$ cat src/rtl/output_buffer_ctrl_if.sv
`default_nettype none
// ============================================================================
// Module   : output_buffer_ctrl_if
// Brief    : Control, sense-amp, encoder and read-port bundle of the
//            output-buffer sequencer.
// Revision : 1.0 - initial release
// ============================================================================
interface output_buffer_ctrl_if #(
    parameter int NUM_COL = 8,
    parameter int CW      = $clog2(NUM_COL)
);
    logic                  start_i;
    logic                  clear_i;
    logic                  sa_valid_i;
    logic [16*NUM_COL-1:0] sa_data_i;
    logic [7:0]            enc_out_1_o;
    logic [7:0]            enc_out_2_o;
    logic [6:0]            enc_result_i;
    logic                  busy_o;
    logic                  done_o;
    logic                  timeout_o;
    logic                  err_o;
    logic [CW-1:0]         err_col_o;
    logic                  rd_en_i;
    logic [CW-1:0]         rd_addr_i;
    logic [6:0]            rd_data_o;

    modport slave (
        input  start_i, clear_i, sa_valid_i, sa_data_i, enc_result_i,
               rd_en_i, rd_addr_i,
        output enc_out_1_o, enc_out_2_o, busy_o, done_o, timeout_o,
               err_o, err_col_o, rd_data_o
    );

    modport master (
        output start_i, clear_i, sa_valid_i, sa_data_i, enc_result_i,
               rd_en_i, rd_addr_i,
        input  enc_out_1_o, enc_out_2_o, busy_o, done_o, timeout_o,
               err_o, err_col_o, rd_data_o
    );
endinterface
`default_nettype wire

$ cat src/rtl/output_buffer_ctrl.sv
`default_nettype none
// ============================================================================
// Module   : output_buffer_ctrl
// Brief    : Captures a sense-amp word, walks its columns through the external
//            encoder into a result buffer, flags bad codes and timeouts.
// Revision : 1.0 - initial release
// ============================================================================
module output_buffer_ctrl #(
    parameter int NUM_COL = 8,
    parameter int TIMEOUT = 16
) (
    input  wire logic          clk_i,
    input  wire logic          rst_i,
    output_buffer_ctrl_if.slave bus
);
    localparam int CW = $clog2(NUM_COL);
    localparam int TW = $clog2(TIMEOUT + 1);

    typedef enum logic [1:0] {
        S_IDLE    = 2'd0,
        S_WAIT_SA = 2'd1,
        S_ENCODE  = 2'd2,
        S_DONE    = 2'd3
    } state_t;

    state_t        state_q, state_d;
    logic [CW-1:0] col_q, col_d;
    logic [TW-1:0] tcnt_q, tcnt_d;
    logic          timeout_q, timeout_d;
    logic          err_q, err_d;
    logic [CW-1:0] err_col_q, err_col_d;
    logic [15:0]   cap_q [NUM_COL];
    logic [15:0]   cap_d [NUM_COL];
    logic [6:0]    buf_q [NUM_COL];
    logic [6:0]    buf_d [NUM_COL];
    logic [6:0]    rd_data_q, rd_data_d;
    logic [7:0]    enc_1, enc_2;

    function automatic logic therm_ok(input logic [7:0] b);
        case (b)
            8'h00, 8'h80, 8'hC0, 8'hE0, 8'hF0,
            8'hF8, 8'hFC, 8'hFE, 8'hFF: return 1'b1;
            default:                    return 1'b0;
        endcase
    endfunction

    always_comb begin
        state_d   = state_q;
        col_d     = col_q;
        tcnt_d    = tcnt_q;
        timeout_d = timeout_q;
        err_d     = err_q;
        err_col_d = err_col_q;
        cap_d     = cap_q;
        buf_d     = buf_q;
        rd_data_d = rd_data_q;
        enc_1     = 8'h00;
        enc_2     = 8'h00;

        case (state_q)
            S_IDLE, S_DONE: begin
                if (bus.start_i) begin
                    state_d   = S_WAIT_SA;
                    timeout_d = 1'b0;
                    err_d     = 1'b0;
                    err_col_d = '0;
                    tcnt_d    = '0;
                end else if (state_q == S_DONE && bus.clear_i) begin
                    state_d = S_IDLE;
                end
            end
            S_WAIT_SA: begin
                // A valid word arriving in the final wait cycle beats the timeout.
                if (bus.sa_valid_i) begin
                    for (int c = 0; c < NUM_COL; c++) begin
                        cap_d[c] = bus.sa_data_i[16*c +: 16];
                    end
                    col_d   = '0;
                    state_d = S_ENCODE;
                end else if (tcnt_q == TW'(TIMEOUT - 1)) begin
                    state_d   = S_DONE;
                    timeout_d = 1'b1;
                end else begin
                    tcnt_d = tcnt_q + TW'(1);
                end
            end
            S_ENCODE: begin
                enc_1         = cap_q[col_q][15:8];
                enc_2         = cap_q[col_q][7:0];
                buf_d[col_q]  = bus.enc_result_i;
                if ((!therm_ok(enc_1) || !therm_ok(enc_2)) && !err_q) begin
                    err_d     = 1'b1;
                    err_col_d = col_q;
                end
                if (col_q == CW'(NUM_COL - 1)) begin
                    state_d = S_DONE;
                end else begin
                    col_d = col_q + CW'(1);
                end
            end
            default: state_d = S_IDLE;
        endcase

        // Reads see the pre-write buffer contents of this cycle.
        if (bus.rd_en_i) begin
            rd_data_d = (int'(bus.rd_addr_i) < NUM_COL) ? buf_q[bus.rd_addr_i] : 7'd0;
        end
    end

    always_ff @(posedge clk_i) begin
        if (rst_i) begin
            state_q   <= S_IDLE;
            col_q     <= '0;
            tcnt_q    <= '0;
            timeout_q <= 1'b0;
            err_q     <= 1'b0;
            err_col_q <= '0;
            rd_data_q <= 7'd0;
            for (int c = 0; c < NUM_COL; c++) begin
                cap_q[c] <= 16'h0000;
                buf_q[c] <= 7'd0;
            end
        end else begin
            state_q   <= state_d;
            col_q     <= col_d;
            tcnt_q    <= tcnt_d;
            timeout_q <= timeout_d;
            err_q     <= err_d;
            err_col_q <= err_col_d;
            rd_data_q <= rd_data_d;
            cap_q     <= cap_d;
            buf_q     <= buf_d;
        end
    end

    assign bus.enc_out_1_o = enc_1;
    assign bus.enc_out_2_o = enc_2;
    assign bus.busy_o      = (state_q == S_WAIT_SA) || (state_q == S_ENCODE);
    assign bus.done_o      = (state_q == S_DONE);
    assign bus.timeout_o   = timeout_q;
    assign bus.err_o       = err_q;
    assign bus.err_col_o   = err_col_q;
    assign bus.rd_data_o   = rd_data_q;

endmodule
`default_nettype wire

$ cat src/flat_wrapper.sv
// flat-port wrapper written by rule: the top's interface ports become plain ports
module output_buffer_ctrl_flat 
#(
    parameter int NUM_COL = 8,
    parameter int TIMEOUT = 16
)
  (clk_i, rst_i, bus_start_i, bus_clear_i, bus_sa_valid_i, bus_sa_data_i, bus_enc_result_i, bus_rd_en_i, bus_rd_addr_i, bus_enc_out_1_o, bus_enc_out_2_o, bus_busy_o, bus_done_o, bus_timeout_o, bus_err_o, bus_err_col_o, bus_rd_data_o);
  output_buffer_ctrl_if #(.NUM_COL(NUM_COL)) bus_i ();
  input  wire logic clk_i;
  input  wire logic rst_i;
  input wire logic [$bits(bus_i.start_i)-1:0] bus_start_i;
  input wire logic [$bits(bus_i.clear_i)-1:0] bus_clear_i;
  input wire logic [$bits(bus_i.sa_valid_i)-1:0] bus_sa_valid_i;
  input wire logic [$bits(bus_i.sa_data_i)-1:0] bus_sa_data_i;
  input wire logic [$bits(bus_i.enc_result_i)-1:0] bus_enc_result_i;
  input wire logic [$bits(bus_i.rd_en_i)-1:0] bus_rd_en_i;
  input wire logic [$bits(bus_i.rd_addr_i)-1:0] bus_rd_addr_i;
  output wire logic [$bits(bus_i.enc_out_1_o)-1:0] bus_enc_out_1_o;
  output wire logic [$bits(bus_i.enc_out_2_o)-1:0] bus_enc_out_2_o;
  output wire logic [$bits(bus_i.busy_o)-1:0] bus_busy_o;
  output wire logic [$bits(bus_i.done_o)-1:0] bus_done_o;
  output wire logic [$bits(bus_i.timeout_o)-1:0] bus_timeout_o;
  output wire logic [$bits(bus_i.err_o)-1:0] bus_err_o;
  output wire logic [$bits(bus_i.err_col_o)-1:0] bus_err_col_o;
  output wire logic [$bits(bus_i.rd_data_o)-1:0] bus_rd_data_o;
  assign bus_i.start_i = bus_start_i;
  assign bus_i.clear_i = bus_clear_i;
  assign bus_i.sa_valid_i = bus_sa_valid_i;
  assign bus_i.sa_data_i = bus_sa_data_i;
  assign bus_i.enc_result_i = bus_enc_result_i;
  assign bus_i.rd_en_i = bus_rd_en_i;
  assign bus_i.rd_addr_i = bus_rd_addr_i;
  assign bus_enc_out_1_o = bus_i.enc_out_1_o;
  assign bus_enc_out_2_o = bus_i.enc_out_2_o;
  assign bus_busy_o = bus_i.busy_o;
  assign bus_done_o = bus_i.done_o;
  assign bus_timeout_o = bus_i.timeout_o;
  assign bus_err_o = bus_i.err_o;
  assign bus_err_col_o = bus_i.err_col_o;
  assign bus_rd_data_o = bus_i.rd_data_o;
  output_buffer_ctrl #(.NUM_COL(NUM_COL), .TIMEOUT(TIMEOUT)) u_core (.clk_i(clk_i), .rst_i(rst_i), .bus(bus_i));
endmodule
$ cat config.mk
export PLATFORM = sky130hd
export DESIGN_NAME = output_buffer_ctrl_flat
export DESIGN_NICKNAME = d
export VERILOG_FILES = /design/src/rtl/output_buffer_ctrl_if.sv /design/src/rtl/output_buffer_ctrl.sv /design/src/flat_wrapper.sv
export SDC_FILE = /design/constraint.sdc
export NUM_CORES = 1
export LEC_CHECK = 0
export CAP_MARGIN = 30
export CORE_UTILIZATION = 40
export CTS_CLUSTER_DIAMETER = 30
export DETAILED_ROUTE_END_ITERATION = 16
export DONT_BUFFER_PORTS = 1
export GPL_ROUTABILITY_DRIVEN = 0
export GPL_TIMING_DRIVEN = 1
export PLACE_DENSITY = 0.54
export SYNTH_ARGS = -nofsm -noshare
export SYNTH_HDL_FRONTEND = slang
export SYNTH_SLANG_ARGS = --single-unit
$ cat constraint.sdc
create_clock -name clk_i -period 2.75 [get_ports clk_i]
set_input_delay 0.4125 -clock clk_i [delete_from_list [all_inputs] [get_ports clk_i]]
set_output_delay 0.4125 -clock clk_i [all_outputs]
set_load 0.01 [all_outputs]
* Word level (Yosys, flattened, before mapping) *
Cells that the tools add are included.

storage, ports and cells
  logic and storage cells = 121
  register bits after elaboration = 206
  output and inout bits = 30
  bits of input ports = 144

cells by class
  magnitude comparators = 3
  muxes and demuxes = 37
  bitwise operators = 2
  $add $sub $neg = 2
  equality and inequality tests = 31
  reduce and logical (&&, ||, !) cells = 23

operators with widths
  kind                  count
  $eq A8 B8 Y1 const B  16
  $bwmux W56            1
  $bmux W16 S3          1
  $mux W16              2
  $bmux W7 S3           1
  $demux W7 S3          1
  $mux W7               3
  $reduce_or A9 Y1      2
  $logic_not A8 Y1      2
  $mux W8               2
  $mux W5               3
  $mux W3               4
  $pmux W3 S2           2
  $mux W2               5
  $ne A2 B2 Y1 const B  5
  $pmux W5 S2           1
  $reduce_and A3 Y1     3
  $ge A4 B4 Y1 const B  2
  $mux W1               8
  $not A3 Y4            2
  $reduce_and A4 Y1     2
  $ne A2 B1 Y1 const B  3
  $ne A3 B2 Y1 const B  2
  $pmux W2 S3           1
  15 further kinds      24

* Depth between registers and ports, before layout *
Gate-level depths: netlist of the first run.

  depth in word-level cells = 13
  mapped depth = 10
  depth with buffers taken out = 8

* Least setup slack after synthesis of the first run *
Ideal clock, no wire load.

  path type = flip-flop to flip-flop
  from = reg u_core.col_q[0]
  to = reg u_core.err_col_q[1] (netlist: u_core.bus.err_col_o[1])
  cell stages (with the launch flop) = 9
  data required time = 2680 ps
  buffers on the path = 1
  library setup time = 70 ps
  path slack = 630 ps
  clock period less this slack = 2120 ps
  data arrival time = 2049 ps
  cells stage by stage = dfxtp_1 -> buf_6 -> mux4_1 -> nor2_1 -> a211oi_1 -> a2111oi_2 -> and4_4 -> o21ai_1 -> a21oi_1

on the way
  word-level cells in the longest chain between the ends = 13
  elaborated cells on any way between the ends = 34
  those cells by class = eq/ne: 17; mux: 7; bitwise: 1; reduce/logical: 9

ends and longest elaborated chain
  what                                              RTL line                                            RTL
  start, declared                                   output_buffer_ctrl.sv:27                            logic [CW-1:0] col_q, col_d;
  start signal, assigned                            output_buffer_ctrl.sv:125                           col_q <= col_d;
  $not A3 Y4 (not written as such) *                output_buffer_ctrl.sv:88, output_buffer_ctrl.sv:89
  $bmux W16 S3 *                                    output_buffer_ctrl.sv:88, output_buffer_ctrl.sv:89
  $mux W16 (not written as such) * (2 in a row)     output_buffer_ctrl.sv:88                            enc_1 = cap_q[col_q][15:8];
  $eq A8 B8 Y1 or $logic_not A8 Y1 (tied branches)  output_buffer_ctrl.sv:40                            case (b)
  $reduce_or A9 Y1                                  output_buffer_ctrl.sv:40
  $mux W1                                           output_buffer_ctrl.sv:40
  $mux W1                                           output_buffer_ctrl.sv:60                            case (state_q)
  $logic_not A1 Y1                                  output_buffer_ctrl.sv:91                            if ((!therm_ok(enc_1) || !therm_ok(enc_2)) && !err_q) begin
  $logic_or A1 B1 Y1 *                              output_buffer_ctrl.sv:91
  $logic_and A1 B1 Y1 *                             output_buffer_ctrl.sv:91
  $ne A2 B1 Y1 (no line) *                          n/a
  $reduce_and A3 Y1 (no line) *                     n/a
  end signal, assigned                              output_buffer_ctrl.sv:129                           err_col_q <= err_col_d;
  end, declared                                     output_buffer_ctrl.sv:31                            logic [CW-1:0] err_col_q, err_col_d;

Mark *: on every way between the ends. The rest lies on a longest branch, timed or not. The select of a mux whose other input is x is not followed.
A chain may end at the register's enable or synchronous reset.

* Worst setup path after layout of the first run *
  from = reg u_core.col_q[0]
  to = out bus_enc_out_2_o[1]

on the way
  word-level cells in the longest chain between the ends = 5

ends and longest elaborated chain
  what                              RTL line                  RTL
  $not A3 Y4 (not written as such)  output_buffer_ctrl.sv:89  enc_2 = cap_q[col_q][7:0];
  $bmux W16 S3                      output_buffer_ctrl.sv:89
  $mux W16 (2 in a row)             n/a
  $mux W8                           output_buffer_ctrl.sv:60
  end, declared                     flat_wrapper.sv:19        output wire logic [$bits(bus_i.enc_out_2_o)-1:0] bus_enc_out_2_o;

Every way passes these cells. The select of a mux whose other input is x is not followed.

==> qor.csv, run 1 <==
stage,metric,value,unit
worst_setup_path,Worst setup EP type,output port,
hold_path,Hold Crit Class,in2reg,
clock_tree,CTS max path bufs,3,
clock_tree,"Reg clk slew, reported paths",0.05,ns
cells_and_area,ratio of cells with drive above 1 in the final layout,10.8,%
logic_synthesis,Synthesized Nets,1217,
clock_tree,clock tree root buffer cell,clkbuf_16,
global_routing,largest net degree at the start of global routing,133,
hold_path,hold path cells,2,
worst_setup_path,r2r startpoint,u_core.state_q[1],
floorplan,core region area,0.0221,mm^2
power_and_ir_drop,P_leak,4.48,nW
cells_and_area,post-layout util,53.0,%
logic_synthesis,Post-synth EDFFs,0,
hold_path,HP Start,bus_sa_data_i[64],
worst_setup_path,critical path startpoint,u_core.col_q[0],
power_and_ir_drop,clock group share of total power,54.3,%
route,WL/cell,18.8,um
logic_synthesis,Seq cells post-synth,206,
power_and_ir_drop,Tot Pwr,10.8,mW
timing,"Hold Vio Cnt, Final",0,
route,first drt pass iteration count,5,
timing,Final Cycle Share,96.4,%
global_routing,GRT Util Overall,23.2,%
route,Final ANT Viol Nets,0,
logic_synthesis,XOR/XNOR Fraction of Synth Area,0.0961,%
timing,worst clock skew,0.0192,ns
power_and_ir_drop,switching power,2.86,mW
route,final wirelength,27.1,mm
worst_setup_path,CP Cell Sequence,"buf_6, mux2i_1, a22o_1, or2_1, nor2_1",
worst_setup_path,CP arrival,2.24,ns
timing,final setup vio count,0,
floorplan,Die Wd,153,um
logic_synthesis,Synth Cell Area,0.00911,mm^2
logic_synthesis,Syn Inst Count,1066,
timing,fmax,377,MHz
worst_setup_path,Register-to-Register Setup Slack,0.19,ns
power_and_ir_drop,switching part of the total power,26.4,%
floorplan,row count,54,
job,Max-Cap Viols,0,
power_and_ir_drop,combinational power share,13.6,%
floorplan,I/O Pins,174,
timing,Slew Limit Fails,0,
route,initial drt markers,588,
clock_tree,CTS sink count,206,
logic_synthesis,register area share after synthesis,45.3,%
placed_design,Port Buffers,0,
global_routing,grt ovf,0,
placed_design,Inst Count DP,1279,
floorplan,Die Height,153,um
route,vias per std cell,5.33,
floorplan,total die area,0.0234,mm^2
timing,RSZ-0062 raised after global routing,no,
logic_synthesis,synth warn,0,
worst_setup_path,crit start category,register,
placed_design,Post-Place Cell Area,0.00926,mm^2
timing,worst slew pin tran,0.681,ns
clock_tree,H-tree depth,2,
power_and_ir_drop,Flop pwr share,32.0,%
cells_and_area,Area Overhead vs Synth,28.4,%
cells_and_area,Finished Layout Cells,1439,
global_routing,vias in the first global route,7568,
timing,crit path time final,2.65,ns
placed_design,pre-CTS setup slack,0.284,ns
logic_synthesis,Synth Flop Type,dfxtp_1,
timing,final hold slack,0.0154,ns
logic_synthesis,post-synthesis compound-gate area fraction,14.1,%
route,DRC Markers,0,
power_and_ir_drop,PwrDens,927,mW/mm^2
power_and_ir_drop,Cell Int Power,7.98,mW
logic_synthesis,Post-Synth Adder-Cell Area,0.961,%
timing,Slew headroom,54.4,%
logic_synthesis,Unique masters post-synth,48,
worst_setup_path,"Max FO, Critical Path",16,
worst_setup_path,Crit Path Class,reg2out,
cells_and_area,"commonest non-fill, non-tap cells in the layout","295 x nand2_1, 205 x dfxtp_1, 157 x a21oi_1",
cells_and_area,"commonest non-fill, non-tap cell in the layout",nand2_1,
logic_synthesis,post-synthesis mux area share,16.2,%
worst_setup_path,"Req. time, crit path",2.34,ns
logic_synthesis,largest family of logic cells by synthesized area,simple AND/OR/NAND/NOR gates,
worst_setup_path,Crit-path slowest cell,dfxtp_4,
placed_design,DP HPWL,17.8,mm
power_and_ir_drop,maximum VDD drop,477,uV
timing,Final WS setup,0.100,ns
logic_synthesis,syn_area_per_cell,8.55,um^2
logic_synthesis,simple-gate share of the synthesized area,18.6,%
timing,setup_tns,0,ns
route,vias post-DR,7675,
worst_setup_path,r2r endpoint,u_core.buf_q[24],
cells_and_area,cell area after layout,0.0117,mm^2
cells_and_area,Layout Nets,1272,
worst_setup_path,critical path buffer and inverter count,1,
global_routing,initial antenna violation count,1,
logic_synthesis,fraction of registers with async set/reset,0,%
worst_setup_path,R2R cell count,7,
clock_tree,Setup Buffers After CTS,0,
clock_tree,CTS tree,yes,
worst_setup_path,"CP delay by family, top",simple AND/OR/NAND/NOR gates,
clock_tree,Worst-Skew Late Latency,0.54,ns
global_routing,first-pass GRT wire length,42.2,mm
worst_setup_path,Worst path max stage delay,0.53,ns
clock_tree,cts bufs inserted,46,
hold_path,WHS Endpoint,u_core.cap_q[48],
floorplan,Starting Density,41.2,%
status,status,"complete, no violations",
power by group through the flow:
stage                     combinational [mW]  clock [mW]  sequential (mW)
after floorplan                         1.14           0             3.43
after global placement                  1.33           0             3.53
after detailed placement                1.36           0             3.52
after CTS                               1.48        5.97             3.47
after global routing                    1.64        6.13             3.50
final                                   1.48        5.89             3.47
worst reg2reg max path, stage by stage, from the launching register on:
cell	delay, ns
dfxtp_1	0.37
ha_1	0.19
inv_1	0.24
nor2_1	0.22
and2_1	0.54
mux2i_1	0.26
nor2_1	0.06
dlygate4sd3_1	0.56
how the worst max path moves through the flow:
stage / endpoint / slack (ns) / cells after the start
after detailed placement: u_core.bus.err_col_o[2] / 0.28 / 8
after global routing: u_core.buf_q[24] / 0.03 / 8
final: bus_enc_out_2_o[1] / 0.10 / 5
after CTS: bus_enc_out_2_o[1] / 0.03 / 5
after global placement: u_core.bus.err_col_o[2] / 0.38 / 8
after floorplan: u_core.bus.err_col_o[1] / 0.63 / 8
registers in the layout (all words and copies together), names as in the netlist:
name / flops
u_core.bus.rd_data_o: 7
u_core.tcnt_q: 5
u_core.bus.timeout_o: 1
u_core.buf_q: 56
u_core.state_q: 2
u_core.bus.err_col_o: 3
u_core.bus.err_o: 1
u_core.cap_q: 128
u_core.col_q: 3
routing by layer:
layer	vias to the layer above	routed length, um	global-route usage (%)
met3	42	2280	7.51
met5	-	0	0
met4	0	550	7.84
met2	230	12200	36.5
li1	3791	-	-
met1	3612	12100	30.0
area by class of cell:
type / count / area, um^2
multi-input cells: 765 / 4560
diodes: 2 / 5.00
clock buffers: 57 / 1240
clock inverters: 27 / 432
inverters: 8 / 30.0
well taps: 280 / 350
fillers: 2057 / 10400
flip-flops and latches: 206 / 4130
repair buffers: 94 / 950
kinds of logic after synthesis:
kind of cell    after synthesis
mux                         120
compound gates              222
xor+xnor                      1
fa+ha+maj                     7
flops                       206
simple gates                415
buf+inv                      95
synthesized netlist by cell type, types with 4 or more instances:
cell      count  share of area [%]
inv_1         7               0.29
clkbuf_1     73                3.0
dfxtp_1     206                 45
a22oi_1      18                1.5
mux2i_1      99                 11
mux4_2       18                4.4
and3_1        6               0.41
o211ai_1      6               0.49
o21ai_0       6               0.33
a22o_1       10               0.96
buf_2         4               0.22
a21oi_1     157                8.6
a211oi_1     11               0.91
nor2_1       69                2.8
ha_1          7               0.96
nor3_1        6               0.33
nand4_1       6               0.41
nand3_1       4               0.22
and2_1        7               0.48
nand2_1     296                 12
nand2b_1      4               0.27
timing repair:
item | in CTS | in global routing
gates resized for setup | 0 | 1
hold endpoints to repair | 202 | 0
setup endpoints to repair | 0 | 3
hold buffers | 74 | 0
Power figures use the tool's default switching activity.
==> run 2, diff against run 1 <==
--- a/config.mk
+++ b/config.mk
@@ -14,2 +14,3 @@
 export GPL_TIMING_DRIVEN = 1
+export MAX_ROUTING_LAYER = met4
 export PLACE_DENSITY = 0.54
==> constraint.sdc (replaced) <==
create_clock -name clk_i -period 2.75 [get_ports clk_i]
set_input_delay 0.6875 -clock clk_i [delete_from_list [all_inputs] [get_ports clk_i]]
set_output_delay 0.6875 -clock clk_i [all_outputs]
set_load 0.01 [all_outputs]
==> run 2 against run 1 <==
Flip-flop and latch count is the same. Register-to-register slack improved by 0.14 ns. Core utilization fell by 2.7 points. Worst setup slack got worse by 0.074 ns. Global-route usage fell by 0.43 points. Critical path depth stayed put. Non-clock buffer count down 69. Clock power down 4.4%. First-iteration DRC count up 3.2%.
==> qor.csv, run 2 (synthesized netlist as in run 1, its figures left out) <==
stage,metric,value,unit
placed_design,pre-CTS setup slack,0.259,ns
worst_setup_path,crit start category,register,
clock_tree,"Reg clk slew, reported paths",0.05,ns
global_routing,first-pass GRT wire length,39.9,mm
worst_setup_path,Crit Path Class,reg2out,
clock_tree,clock tree root buffer cell,clkbuf_16,
clock_tree,CTS Hold Buffers Added,0,
route,Final ANT Viol Nets,0,
worst_setup_path,CP Cell Sequence,"buf_12, mux4_1, nor2_2, a221oi_2, and2_4",
floorplan,Starting Density,41.2,%
global_routing,initial antenna violation count,2,
hold_path,HP Start,rst_i,
job,Max-Cap Viols,0,
clock_tree,cts bufs inserted,44,
cells_and_area,Layout Nets,1201,
cells_and_area,"commonest non-fill, non-tap cells in the layout","295 x nand2_1, 204 x dfxtp_1, 157 x a21oi_1",
floorplan,total die area,0.0234,mm^2
route,final wirelength,26.3,mm
global_routing,vias in the first global route,7068,
cells_and_area,Register Area,0.00413,mm^2
worst_setup_path,Worst setup EP type,output port,
cells_and_area,Area Overhead vs Synth,21.8,%
cells_and_area,Finished Layout Cells,1366,
worst_setup_path,r2r startpoint,u_core.col_q[0],
cells_and_area,max reg flops,128,
worst_setup_path,"Req. time, crit path",2.06,ns
route,vias post-DR,7339,
cells_and_area,area of the multi-input gates,0.00466,mm^2
timing,crit path time final,2.72,ns
clock_tree,H-tree depth,2,
floorplan,row count,54,
global_routing,largest net degree at the start of global routing,207,
timing,worst clock skew,0.0175,ns
route,first drt pass iteration count,5,
power_and_ir_drop,P_leak,4.01,nW
cells_and_area,post-layout util,50.2,%
clock_tree,CTS tree,yes,
timing,fmax,367,MHz
clock_tree,CTS sink count,206,
status,status,"complete, no violations",
timing,Slew Limit Fails,0,
clock_tree,Worst-Skew Late Latency,0.53,ns
global_routing,grt ovf,0,
timing,Final Cycle Share,99.1,%
placed_design,Inst Count DP,1275,
power_and_ir_drop,PwrDens,953,mW/mm^2
floorplan,Die Wd,153,um
timing,final hold slack,0.244,ns
timing,worst slew pin tran,0.679,ns
cells_and_area,Filler Cell Count,2125,
worst_setup_path,CP arrival,2.04,ns
timing,Final WS setup,0.0259,ns
floorplan,core region area,0.0221,mm^2
timing,Slew headroom,54.7,%
global_routing,GRT Util Overall,22.8,%
worst_setup_path,Crit-path slowest cell,mux4_1,
timing,RSZ-0062 raised after global routing,yes,
worst_setup_path,Worst path max stage delay,0.57,ns
placed_design,DP HPWL,17.6,mm
timing,"Hold Vio Cnt, Final",0,
floorplan,I/O Pins,174,
worst_setup_path,"Max FO, Critical Path",14,
placed_design,Port Buffers,0,
hold_path,Hold Crit Class,in2reg,
cells_and_area,"commonest non-fill, non-tap cell in the layout",nand2_1,
floorplan,Die Height,153,um
route,initial drt markers,607,
route,DRC Markers,0,
placed_design,Post-Place Cell Area,0.00925,mm^2
cells_and_area,ratio of cells with drive above 1 in the final layout,14.5,%
timing,final setup vio count,0,
worst_setup_path,critical path startpoint,u_core.col_q[0],
cells_and_area,Largest Register,u_core.cap_q,
route,vias per std cell,5.37,
power_and_ir_drop,maximum VDD drop,607,uV
route,WL/cell,19.3,um
cells_and_area,cell area after layout,0.0111,mm^2
clock_tree,CTS max path bufs,3,
-- run 2: worst paths after layout --
kind	depth (start not counted)	slack (ns)	to
worst max-delay path	5	0.03	bus_enc_out_2_o[0]
worst min-delay path	1	0.24	u_core.buf_q[51]
worst max register to register	9	0.33	u_core.bus.err_col_o[2]
worst min register to register	2	0.44	u_core.buf_q[51]
-- run 2: timing repair --
action,CTS,global route
setup buffers,5,2
setup endpoints to repair,16,14
resized for setup,19,16
pin swaps,0,2
cloned,1,1
-- run 2: layout make-up --
class	count	area share [%]
repair buffers	25	2.77
clock inverters	31	3.96
clock buffers	49	10.5
flip-flops and latches	206	37.2
well taps	280	3.16
multi-input cells	765	42.0
inverters	8	0.304
diodes	2	0.0451
-- run 2: critical path: cells and delay by family (launching register included) --
kind | cells | cell delay (ns)
muxes | 1 | 0.57
DFF | 1 | 0.40
buffers and inverters | 1 | 0.17
AOI/OAI and AO/OA | 1 | 0.06
and+or+nand+nor | 2 | 0.32
-- run 2: power breakdown --
| part | internal, mW | switching, mW |
|---|---|---|
| logic | 0.561 | 0.931 |
| registers | 3.27 | 0.181 |
| clock network | 3.91 | 1.72 |
-- run 2: metal layers --
metal	global-route usage [%]	up-vias	routed length [um]
met5	-	-	0
met3	7.31	31	2050
met4	6.35	0	361
met2	34.1	223	11800
met1	29.5	3440	12100
li1	-	3645	-
-- run 2: through the flow --
step / setup TNS, ns / total power, mW
after floorplan: 0 / 4.57
after global placement: 0 / 4.87
after detailed placement: 0 / 4.89
after CTS: -0.0127 / 10.6
after global routing: -0.112 / 11.0
final: 0 / 10.6
==> run 3, diff against run 2 <==
CORE_UTILIZATION = 63   (was 40)
PLACE_DENSITY = 0.79   (was 0.54)
==> run 3 against run 2 <==
Via count increased by 3.3%. Worst hold slack improved by 0.010 ns. Worst setup slack got worse by 0.018 ns. Non-clock buffer count unchanged. Sequential power about the same. Maximum frequency decreased by 0.64%. Critical path depth unchanged. Die area decreased by 36%. Clock power decreased by 17%. Flip-flop and latch count unchanged. Count of clock-buffer cells in the layout decreased by 4. Critical endpoint is now bus_enc_out_1_o[1].
==> qor.csv, run 3 (synthesized netlist as in run 1, its figures left out) <==
stage,metric,value,unit
worst_setup_path,critical path buffer and inverter count,2,
route,DRC Markers,0,
cells_and_area,"commonest non-fill, non-tap cells in the layout","295 x nand2_1, 205 x dfxtp_1, 157 x a21oi_1",
global_routing,initial antenna violation count,0,
timing,Final Cycle Share,99.7,%
floorplan,Die Height,122,um
route,DR top layer,met4,
timing,Final WS setup,0.00821,ns
timing,Slew headroom,55.8,%
cells_and_area,ant diodes,0,
hold_path,hold path cells,1,
timing,worst slew pin tran,0.661,ns
cells_and_area,Register Area,0.00413,mm^2
worst_setup_path,CP Cell Sequence,"buf_4, bufbuf_16, mux2i_1, a22oi_2, and3_2",
cells_and_area,Largest Register,u_core.cap_q,
floorplan,Starting Density,65.1,%
timing,final setup vio count,0,
cells_and_area,area of the multi-input gates,0.00464,mm^2
cells_and_area,Area Overhead vs Synth,16.4,%
global_routing,grt ovf,0,
worst_setup_path,Crit-path slowest cell,dfxtp_4,
route,Met3 Wirelength,1.90,mm
worst_setup_path,CP arrival,2.05,ns
worst_setup_path,Levels on crit path,5,
cells_and_area,"commonest non-fill, non-tap cell in the layout",nand2_1,
placed_design,Port Buffers,0,
clock_tree,Worst-Skew Late Latency,0.51,ns
floorplan,row count,43,
route,final wirelength,24.0,mm
route,vias post-DR,7581,
route,Final ANT Viol Nets,0,
global_routing,GRT Util Overall,32.3,%
timing,crit path time final,2.74,ns
cells_and_area,Filler Cell Count,997,
worst_setup_path,crit start category,register,
worst_setup_path,"Req. time, crit path",2.06,ns
clock_tree,clock tree root buffer cell,clkbuf_16,
clock_tree,CTS max path bufs,3,
worst_setup_path,Crit Path Class,reg2out,
floorplan,core region area,0.0140,mm^2
placed_design,Post-Place Cell Area,0.00910,mm^2
job,Max-Cap Viols,0,
cells_and_area,post-layout util,75.8,%
route,wl on met1,9.85,mm
global_routing,first-pass GRT wire length,36.0,mm
placed_design,DP HPWL,15.6,mm
worst_setup_path,R2R cell count,9,
clock_tree,cts bufs inserted,38,
route,initial drt markers,720,
timing,worst clock skew,0.0212,ns
placed_design,Inst Count DP,1174,
cells_and_area,ratio of cells with drive above 1 in the final layout,13.0,%
cells_and_area,max reg flops,128,
worst_setup_path,"Max FO, Critical Path",15,
route,first drt pass iteration count,5,
clock_tree,"Reg clk slew, reported paths",0.05,ns
timing,fmax,365,MHz
clock_tree,CTS tree,yes,
cells_and_area,cell area after layout,0.0106,mm^2
worst_setup_path,"CP delay by family, top",buffers and inverters,
global_routing,vias in the first global route,7070,
floorplan,total die area,0.0149,mm^2
route,metal2 WL,11.4,mm
hold_path,Hold Crit Class,in2reg,
cells_and_area,Finished Layout Cells,1251,
worst_setup_path,Worst setup EP type,output port,
floorplan,I/O Pins,174,
floorplan,Die Wd,122,um
power_and_ir_drop,P_leak,3.84,nW
cells_and_area,Layout Nets,1195,
timing,Slew Limit Fails,0,
power_and_ir_drop,maximum VDD drop,768,uV
power_and_ir_drop,PwrDens,905,mW/mm^2
route,WL/cell,19.2,um
timing,RSZ-0062 raised after global routing,yes,
timing,"Hold Vio Cnt, Final",0,
status,status,"complete, no violations",
worst_setup_path,Worst path max stage delay,0.38,ns
clock_tree,H-tree depth,2,
global_routing,largest net degree at the start of global routing,207,
clock_tree,CTS sink count,206,
route,vias per std cell,6.06,
placed_design,pre-CTS setup slack,0.390,ns
## run 3: changes by cell type in the layout (fill, tap and decap cells not counted), moves of 3 or more
cell / delta
nor2_4: -3
clkinv_2: -4
and3_1: -3
mux2i_1: +5
mux2i_2: -5
clkbuf_16: -6
nor2_1: +3
inv_6: +5
bufinv_16: -5
and3_2: +3
## run 3: final timing paths
| kind | start | to | slack, ns |
|---|---|---|---|
| worst max register to register | u_core.col_q[0] | u_core.bus.err_o | 0.23 |
| worst min-delay path | rst_i | u_core.tcnt_q[1] | 0.25 |
| worst max-delay path | u_core.col_q[0] | bus_enc_out_1_o[1] | 0.008 |
| worst min register to register | u_core.buf_q[0] | u_core.buf_q[0] | 0.45 |
## run 3: area by class of cell
class | count | share of cell area [%]
flip-flops and latches | 206 | 38.9
clock buffers | 45 | 9.79
inverters | 8 | 0.319
well taps | 180 | 2.12
clock inverters | 22 | 2.38
repair buffers | 25 | 2.71
multi-input cells | 765 | 43.7
## run 3: repair_timing
item / CTS / global route
resized for setup: 4 / 22
hold buffers: 0 / 0
gates cloned: 2 / 0
pin swaps: 0 / 2
setup buffers: 2 / 6
endpoints found under the setup margin: 11 / 16
## run 3: power by group
group | internal, mW | leakage, nW | switching, mW
clock | 3.09 | 0.636 | 1.56
sequential | 3.27 | 1.67 | 0.175
combinational | 0.574 | 1.54 | 0.923
## run 3: metal layers
layer  vias to the layer above  GRT usage (%)
met5                         -              -
li1                       3620              -
met3                        65           8.36
met2                       278           48.9
met1                      3618           40.1
met4                         0           15.5
## run 3: per-stage QoR
step	power [mW]	hold slack, ns	TNS (ns)
final	9.59	0.255	0
after global routing	9.91	0.259	-0.0143
after CTS	9.53	0.254	-0.168
after detailed placement	4.84	0.441	0
after global placement	4.81	0.434	0
after floorplan	4.57	0.432	0
